<file path="src/rtl/div_pkg.sv">
// Shared types and constants for the divide issue stage: op encodings,
// FSM state enum and small op-decode helpers.
package div_pkg;

  localparam int DIV_WIDTH = 32;

  localparam logic [1:0] OP_DIV  = 2'b00;
  localparam logic [1:0] OP_DIVU = 2'b01;
  localparam logic [1:0] OP_REM  = 2'b10;
  localparam logic [1:0] OP_REMU = 2'b11;

  typedef enum logic [1:0] {
    ST_IDLE = 2'd0,
    ST_EXEC = 2'd1,
    ST_DONE = 2'd2
  } div_state_t;

  // Bit 0 clear marks the signed variants (DIV, REM).
  function automatic logic op_is_signed(input logic [1:0] op);
    return ~op[0];
  endfunction

  function automatic logic op_is_rem(input logic [1:0] op);
    return op[1];
  endfunction

endpackage

</file>
<file path="src/rtl/div_sign_fix.sv">
// Conditional two's-complement negation; yields operand magnitudes at accept
// and re-applies the result sign at capture.
module div_sign_fix #(
  parameter int WIDTH = 32
) (
  input  logic [WIDTH-1:0] value_i,
  input  logic             negate_i,
  output logic [WIDTH-1:0] result_o
);

  // Negate when requested, otherwise pass through.
  always_comb begin
    result_o = value_i;
    if (negate_i) begin
      result_o = ~value_i + WIDTH'(1);
    end else begin
      result_o = value_i;
    end
  end

endmodule

</file>
<file path="src/rtl/div_issue_stage.sv">
// Issue/retire stage around an external unsigned combinational divider:
// accepts signed/unsigned DIV/REM, resolves special cases locally, holds
// operands for a settle window and returns a sign-corrected result.
module div_issue_stage
  import div_pkg::*;
#(
  parameter int WIDTH         = DIV_WIDTH,
  parameter int SETTLE_CYCLES = 1
) (
  input  logic             clk,
  input  logic             rst_n,
  input  logic             req_valid,
  output logic             req_ready,
  input  logic [1:0]       req_op,
  input  logic [WIDTH-1:0] req_a,
  input  logic [WIDTH-1:0] req_b,
  output logic [WIDTH-1:0] core_dividend,
  output logic [WIDTH-1:0] core_divisor,
  input  logic [WIDTH-1:0] core_quotient,
  input  logic [WIDTH-1:0] core_remainder,
  output logic             rsp_valid,
  input  logic             rsp_ready,
  output logic [WIDTH-1:0] rsp_data,
  output logic             rsp_dbz,
  output logic             rsp_ovf
);

  localparam logic [3:0]       SETTLE_LOAD = 4'(SETTLE_CYCLES - 1);
  localparam logic [WIDTH-1:0] MIN_VAL     = {1'b1, {(WIDTH-1){1'b0}}};
  localparam logic [WIDTH-1:0] ALL_ONES    = {WIDTH{1'b1}};
  localparam logic [WIDTH-1:0] ZERO_VAL    = {WIDTH{1'b0}};

  div_state_t       state_q, state_d;
  logic             is_rem_q, is_rem_d;
  logic             neg_res_q, neg_res_d;
  logic [3:0]       cnt_q, cnt_d;
  logic [WIDTH-1:0] core_dividend_q, core_dividend_d;
  logic [WIDTH-1:0] core_divisor_q, core_divisor_d;
  logic [WIDTH-1:0] rsp_data_q, rsp_data_d;
  logic             rsp_dbz_q, rsp_dbz_d;
  logic             rsp_ovf_q, rsp_ovf_d;

  logic             signed_op_s;
  logic             req_rem_s;
  logic             a_neg_s;
  logic             b_neg_s;
  logic [WIDTH-1:0] mag_a_s;
  logic [WIDTH-1:0] mag_b_s;
  logic             b_zero_s;
  logic             ovf_s;
  logic [WIDTH-1:0] core_raw_s;
  logic [WIDTH-1:0] core_fixed_s;

  assign signed_op_s = op_is_signed(req_op);
  assign req_rem_s   = op_is_rem(req_op);
  assign a_neg_s     = signed_op_s & req_a[WIDTH-1];
  assign b_neg_s     = signed_op_s & req_b[WIDTH-1];
  assign b_zero_s    = (req_b == ZERO_VAL);
  assign ovf_s       = signed_op_s & (req_a == MIN_VAL) & (req_b == ALL_ONES);
  assign core_raw_s  = is_rem_q ? core_remainder : core_quotient;

  div_sign_fix #(.WIDTH(WIDTH)) u_fix_a (
    .value_i  (req_a),
    .negate_i (a_neg_s),
    .result_o (mag_a_s)
  );

  div_sign_fix #(.WIDTH(WIDTH)) u_fix_b (
    .value_i  (req_b),
    .negate_i (b_neg_s),
    .result_o (mag_b_s)
  );

  div_sign_fix #(.WIDTH(WIDTH)) u_fix_res (
    .value_i  (core_raw_s),
    .negate_i (neg_res_q),
    .result_o (core_fixed_s)
  );

  // Next-state and datapath update for the IDLE/EXEC/DONE sequence.
  always_comb begin
    state_d         = state_q;
    is_rem_d        = is_rem_q;
    neg_res_d       = neg_res_q;
    cnt_d           = cnt_q;
    core_dividend_d = core_dividend_q;
    core_divisor_d  = core_divisor_q;
    rsp_data_d      = rsp_data_q;
    rsp_dbz_d       = rsp_dbz_q;
    rsp_ovf_d       = rsp_ovf_q;
    case (state_q)
      ST_IDLE: begin
        if (req_valid) begin
          rsp_dbz_d = 1'b0;
          rsp_ovf_d = 1'b0;
          if (b_zero_s) begin
            rsp_dbz_d  = 1'b1;
            rsp_data_d = req_rem_s ? req_a : ALL_ONES;
            state_d    = ST_DONE;
          end else if (ovf_s) begin
            rsp_ovf_d  = 1'b1;
            rsp_data_d = req_rem_s ? ZERO_VAL : MIN_VAL;
            state_d    = ST_DONE;
          end else begin
            // Remainder takes the dividend's sign; quotient the sign product.
            is_rem_d        = req_rem_s;
            neg_res_d       = req_rem_s ? a_neg_s : (a_neg_s ^ b_neg_s);
            core_dividend_d = mag_a_s;
            core_divisor_d  = mag_b_s;
            cnt_d           = SETTLE_LOAD;
            state_d         = ST_EXEC;
          end
        end else begin
          state_d = ST_IDLE;
        end
      end
      ST_EXEC: begin
        if (cnt_q == 4'd0) begin
          rsp_data_d = core_fixed_s;
          state_d    = ST_DONE;
        end else begin
          cnt_d = cnt_q - 4'd1;
        end
      end
      ST_DONE: begin
        if (rsp_ready) begin
          state_d = ST_IDLE;
        end else begin
          state_d = ST_DONE;
        end
      end
      default: begin
        state_d = ST_IDLE;
      end
    endcase
  end

  // State and datapath registers.
  always_ff @(posedge clk or negedge rst_n) begin
    if (!rst_n) begin
      state_q         <= ST_IDLE;
      is_rem_q        <= 1'b0;
      neg_res_q       <= 1'b0;
      cnt_q           <= 4'd0;
      core_dividend_q <= ZERO_VAL;
      core_divisor_q  <= ZERO_VAL;
      rsp_data_q      <= ZERO_VAL;
      rsp_dbz_q       <= 1'b0;
      rsp_ovf_q       <= 1'b0;
    end else begin
      state_q         <= state_d;
      is_rem_q        <= is_rem_d;
      neg_res_q       <= neg_res_d;
      cnt_q           <= cnt_d;
      core_dividend_q <= core_dividend_d;
      core_divisor_q  <= core_divisor_d;
      rsp_data_q      <= rsp_data_d;
      rsp_dbz_q       <= rsp_dbz_d;
      rsp_ovf_q       <= rsp_ovf_d;
    end
  end

  assign req_ready     = (state_q == ST_IDLE);
  assign rsp_valid     = (state_q == ST_DONE);
  assign core_dividend = core_dividend_q;
  assign core_divisor  = core_divisor_q;
  assign rsp_data      = rsp_data_q;
  assign rsp_dbz       = rsp_dbz_q;
  assign rsp_ovf       = rsp_ovf_q;

endmodule

</file>
<file path="config.mk">
export PLATFORM = sky130hd
export DESIGN_NAME = div_issue_stage
export DESIGN_NICKNAME = d
export VERILOG_FILES = /design/src/rtl/div_pkg.sv /design/src/rtl/div_sign_fix.sv /design/src/rtl/div_issue_stage.sv
export SDC_FILE = /design/constraint.sdc
export NUM_CORES = 1
export LEC_CHECK = 0
export CAP_MARGIN = 20
export CORE_ASPECT_RATIO = 2
export CORE_MARGIN = 5
export CORE_UTILIZATION = 51
export DETAILED_ROUTE_END_ITERATION = 7
export GPL_TIMING_DRIVEN = 1
export PLACE_DENSITY = 0.86
export RECOVER_POWER = 50
export SYNTH_ARGS = -nofsm -noshare
export SYNTH_HDL_FRONTEND = slang
export SYNTH_SLANG_ARGS = --single-unit
</file>
<file path="constraint.sdc">
create_clock -name clk -period 6.9 [get_ports clk]
set_input_delay 1.035 -clock clk [delete_from_list [all_inputs] [get_ports clk]]
set_output_delay 1.035 -clock clk [all_outputs]
set_load 0.05 [all_outputs]
</file>
Word-level counts from Yosys, hierarchy flattened
Index checks and enable logic that the tools add are counted.

word-level totals
  flip-flop bits (word level) = 106
  bits of input ports = 134
  output and inout port bits = 100
  logic and storage cells = 68

operators by class
  add/subtract/negate cells = 4
  eq/ne operators = 10
  muxes and demuxes = 26
  bitwise gates (word level) = 11
  reduce and logical (&&, ||, !) cells = 8

operators by type and width
  operator               number
  $mux 32                10
  $add 32x1->32 const B  3
  $not 32->32            3
  $eq 32x32->1 const B   2
  $pmux 32 s2            1
  $logic_not 32->1       1
  $mux 4                 4
  $mux 2                 5
  $ne 2x2->1 const B     5
  $pmux 4 s2             1
  $reduce_and 4->1       2
  $pmux 2 s3             1
  $reduce_and 5->1       1
  $and 1x1->1            4
  $logic_not 4->1        1
  $mux 1                 4
  $sub 4x1->4 const B    1
  $ne 3x1->1 const B     1
  $not 1->1              3
  $eq 2x1->1 const B     1
  $eq 2x2->1 const B     1
  $logic_not 2->1        1
  $reduce_and 2->1       1
  $reduce_bool 2->1      1
  $xor 1x1->1            1

Depth between registers and ports, before layout
  depth after elaboration = 7
  depth in mapped cells = 13

By module
A second synthesis with hierarchy kept.

second synthesis, totals
  cells, all modules = 744
  area, all modules = 7741.2 µm²

modules (own cells, without submodules)
  module                       times used  cells each  area each (µm²)  seq. area each (µm²)
  div_issue_stage              1           441         5442.7           2652.5
  div_sign_fix at u_fix_a ...  2           99          777.0            0.0
  div_sign_fix at u_fix_res    1           105         744.5            0.0

Least setup slack after synthesis
OpenSTA, ideal clock, no wires.

  kind = flip-flop to flip-flop
  from = register is_rem_q
  to = register rsp_data_q[28] (netlist: rsp_data[28])
  setup time = 0.126 ns
  arrival = 3.518 ns
  required time = 6.774 ns
  path slack = 3.256 ns
  cell stages (with the launch flop) = 14
  path buffers = 6
  cell sequence = dfrtp_1 buf_2 buf_2 buf_1 buf_1 buf_2 buf_2 mux2i_1 ha_1 o21a_1 nand4_1 nor3_1 mux2_2 a221o_1

on the way
  cells in the longest elaborated chain, start to end = 6

ends and longest elaborated chain
  what                    RTL line                source
  from (decl)             div_issue_stage.sv:34   logic is_rem_q, is_rem_d;
  from (signal assigned)  div_issue_stage.sv:152  is_rem_q <= is_rem_d;
  $mux 32 (*)             div_issue_stage.sv:60   assign core_raw_s = is_rem_q ? core_remainder : core_quotient;
  $not 32->32             div_sign_fix.sv:15      result_o = ~value_i + WIDTH'(1);
  $add 32x1->32           div_sign_fix.sv:15
  $mux 32 (*)             div_sign_fix.sv:14      if (negate_i) begin
  $mux 32 (*)             div_issue_stage.sv:118  if (cnt_q == 4'd0) begin
  $pmux 32 s2 (*)         div_issue_stage.sv:91   case (state_q)
  to (signal assigned)    div_issue_stage.sv:157  rsp_data_q <= rsp_data_d;
  to (decl)               div_issue_stage.sv:39   logic [WIDTH-1:0] rsp_data_q, rsp_data_d;

Mark *: on every way between the ends. The rest lies on a longest branch, timed or not. The select of a mux whose other input is x is not followed.
A chain may end at the register's enable or synchronous reset.

Final worst setup path
  from = input port req_b[25]
  to = register core_divisor_q[0] (netlist: core_divisor[0])

on the way
  cells in the longest elaborated chain, start to end = 4

ends and longest elaborated chain
  what                            RTL line                source
  from (decl)                     div_issue_stage.sv:16   input logic [WIDTH-1:0] req_b,
  $eq 32x32->1                    div_issue_stage.sv:59   assign ovf_s = signed_op_s & (req_a == MIN_VAL) & (req_b == ALL_ONES);
  $and 1x1->1                     div_issue_stage.sv:59
  $not 1->1 (no line)             n/a
  $reduce_and 4->1 (no line) (*)  n/a
  to (signal assigned)            div_issue_stage.sv:156  core_divisor_q <= core_divisor_d;
  to (decl)                       div_issue_stage.sv:38   logic [WIDTH-1:0] core_divisor_q, core_divisor_d;

Mark *: on every way between the ends. The rest lies on a longest branch, timed or not.

==> impl_metrics.csv <==
group,metric,value,unit
final_layout,fill_cells,1154,
routing,dr.first_iter.drc_count,556,
setup_path,ff_to_ff_end,"rsp_data[31]$_DFFE_PN0P_",
die,start_util,51.49,%
global_route,globalRoute.totalOverflow,0,
final_layout,area_growth_syn_to_layout,35.87,%
routing,postRouteWirelength,26.78,mm
global_route,grt_pass1_vias,7742,
final_layout,layout.area.seq,2654,um2
status,violated_checks,"max-capacitance violations, max-slew violations",
pwr,vdd_ir_drop_max,0.3515,mV
sta,timing.fmax,225.3,MHz
cts,cts-resized-gates,0,
worst_hold_path,hp-start,"rsp_ovf$_DFFE_PN0P_",
pwr,leakage,4.067,nW
pwr,clkPwrFrac,10.9,%
cts,cts_tree,"yes",
sta,worst_slew_margin_rel,-59.59,%
setup_path,cp_slowest_stage_delay,0.63,ns
global_route,grt_max_degree,66,
routing,post-route-drc-count,0,
setup_path,arrival,4.67,ns
synth,synth.avg_cell_area,9.100,um2
sta,post-route-min-period,4.438,ns
sta,final_max_slew_viols,109,
pwr,p_switching,2.381,mW
synth,yosysTopAreaCellShare,34.95,%
synth,synth_edf_count,0,
final_layout,leading_cell_type_in_the_layout_fill_and_taps_excluded,"clkdlybuf4s50_1",
setup_path,cp_max_fo,22,
sta,setup-violations-final,0,
cts,cts_buffers,9,
synth,yosys.area.top_type,"dfrtp_1",
pwr,proportion_of_power_drawn_by_combinational_gates,64.2,%
final_layout,final_layout_size_suffix_gt1_share,8.238,%
setup_path,cell_with_the_largest_stage_delay_on_the_worst_path,"or4_1",
pwr,power_density,452.2,nW/um2
sta,report.final.hold_viol_count,0,
routing,detailedRoute.firstPassIterationCount,7,
global_route,antenna_found_initial,0,
cts,number_of_buffers_on_the_longest_clock_path,2,
die,dieArea,17570,um2
die,fp-row-count,63,
setup_path,critical_path_class,"in -> reg",
global_route,grt_first_pass_wirelength,41.14,mm
synth,synth_area,7590,um2
cts,cts.reportedPaths.clkPinSlew,0.07,ns
setup_path,worst_r2r_startpoint,"is_rem_q$_DFFE_PN0P_",
routing,detail_route.wl_per_cell,21.61,um
synth,synthDistinctLibCells,63,
global_route,globalRouteTotalUtil,30.43,%
final_layout,mostFrequentLayoutCells,"clkdlybuf4s50_1, dfrtp_1, a21oi_1",
synth,post_synth_main_area_contributors,"dfrtp_1, xnor2_1, mux2_4, a21oi_1, mux2i_1",
pwr,sw_frac_of_total,51.06,%
synth,synth-seq-area-share,34.95,%
setup_path,endpoint_kind,"flop",
setup_path,r2r_setup_slack,3.02,ns
synth,syn-instance-count,834,
pwr,fin_total_pwr,4.663,mW
sta,layout_worst_path_cycle_share,64.32,%
die,die_x,96.26,um
synth,yosys_synthesis_warning_count,0,
die,core_region_area,14740,um2
cts,clkSinkCount,106,
synth,synth-async-reset-ratio,100.0,%
cts,cts_htree_levels,3,
job,max_cap_violations,2,
status,status,"finished with violations",
synth,ys_ff_latch,106,
cts,holdBufCountCts,0,
worst_hold_path,worstHoldPathType,"reg -> reg",
worst_hold_path,instance_count_along_the_most_critical_hold_path,2,
cts,post-cts-setup-buffers,0,
final_layout,final_net_count,1179,
final_layout,antenna_cells,0,
setup_path,cp-start-kind,"primary input",
die,io_pins,234,
synth,dominantRegCellSynth,"dfrtp_1",
placed_design,place.detailed.hpwl,20.92,mm
final_layout,layout.core_utilization,69.96,%
sta,clock-skew-final,0.01123,ns
worst_hold_path,hold_end,"rsp_ovf$_DFFE_PN0P_",
sta,rsz_0062_raised_after_global_routing,"false",
sta,finalSetupTns,0,ns
sta,transition_time_at_the_pin_with_the_least_slew_margin,2.394,ns
pwr,internal_power,2.282,mW
setup_path,cp_cell_sequence,"clkdlybuf4s50_1 -> or4_1 -> nor4_1 -> nand3_1 -> o31a_1 -> nand2_2 -> mux2_2",
synth,synth_fp_nets,974,
final_layout,multi_input_comb_area,4618,um2
cts,cts_root_buf,"clkbuf_16",
setup_path,r2r_cells,7,
placed_design,gp_congestion,0.9248,
pwr,seq_power_share,24.9,%
placed_design,numPortBuffers,233,
routing,drtAntennaViolNets,0,
routing,routed_via_density,6.128,
setup_path,critPathRequiredTime,7.14,ns
die,fp.dieH,182.5,um
cts,clock_insertion_delay_worst_skew,0.36,ns
routing,vias,7593,
state kept, by name (all words and copies together) (netlist names):
register / flops
cnt_q: 4
rsp_ovf: 1
rsp_dbz: 1
is_rem_q: 1
rsp_data: 32
core_divisor: 32
state_q: 2
neg_res_q: 1
core_dividend: 32
worst max-delay path by stage:
stage	from	to	slack, ns	depth (start not counted)
final	req_b[25]	core_divisor[0]$_DFFE_PN0P_	2.46	7
after global routing	rst_n	is_rem_q$_DFFE_PN0P_	1.98	2
after global placement	req_b[0]	is_rem_q$_DFFE_PN0P_	2.22	11
after floorplan	is_rem_q$_DFFE_PN0P_	rsp_data[28]$_DFFE_PN0P_	3.26	13
after detailed placement	req_b[0]	core_dividend[8]$_DFFE_PN0P_	2.17	11
after CTS	req_b[0]	core_dividend[18]$_DFFE_PN0P_	2.53	11
cell families after synthesis:
logic type | Yosys count | synth area share (%)
AOI/OAI and AO/OA | 237 | 19.45
xor gates and xnor gates | 81 | 9.347
adders and majority gates | 6 | 0.9891
buffers and inverters | 73 | 4.270
DFF | 106 | 34.95
muxes | 83 | 13.04
and+or+nand+nor | 248 | 17.95
worst max-delay path: cells and delay by family:
kind / cells / cell delay [ns]
AO/OA/AOI/OAI: 1 / 0.57
multiplexers: 1 / 0.37
AND/OR/NAND/NOR: 4 / 2.17
buffers and inverters: 1 / 0.52
area by class of cell:
cell class / count / share of cell area (%)
clock inverters: 5 / 0.4489
well taps: 195 / 2.366
repair buffers: 246 / 23.55
clock buffers: 11 / 2.354
multi-input cells: 655 / 44.78
flip-flops and latches: 106 / 25.73
inverters: 21 / 0.7644
stage by stage:
step                      worst slack [ns]  instances  instance area [um2]  hold slack, ns
after floorplan                      3.256        834                 7590          0.4510
after global placement               2.215       1222                10010          0.4615
after detailed placement             2.174       1222                10010          0.4634
after CTS                            2.526       1238                10300          0.4789
after global routing                 1.976       1239                10310          0.5024
final                                2.462       1239                10310          0.4740
synthesized netlist by cell type, types with 4 or more instances:
library cell	count
nand4_1	12
dfrtp_1	106
clkbuf_1	34
nor3_1	35
inv_1	21
nor2_1	48
nand2b_1	13
nand3_1	15
o22ai_1	11
mux2_4	27
xnor2_1	62
a221o_1	10
buf_6	5
a2111oi_0	4
o31ai_1	17
ha_1	6
buf_2	10
nor3b_1	5
mux2_2	19
mux2i_1	37
or4_1	8
nor4b_1	4
nor2b_1	23
and3_1	4
o22a_1	5
a21oi_1	80
a31oi_1	13
or3_1	5
xor2_1	19
nand2_1	30
o21ai_0	63
and2_1	7
nor4_1	21
o41ai_1	6
routing by layer:
metal  part of all wire [%]  GRT usage [%]  wire (um)  vias up
li1                       -              -          -     3504
met1                     34          32.35       8998     3664
met2                     54          55.66      14530      360
met3                    7.1          5.652       1906       65
met4                    5.0          14.20       1341        0
met5                      0              0          0        -
power by group through the flow:
stage,sequential (mW),clock (mW),combinational (mW)
after floorplan,2.04,0,1.14
after global placement,1.17,0,2.99
after detailed placement,1.17,0,3.03
after CTS,1.17,0.512,3.04
after global routing,1.20,0.542,3.15
final,1.16,0.509,2.99
No activity file was read; power rests on OpenSTA's default activity.
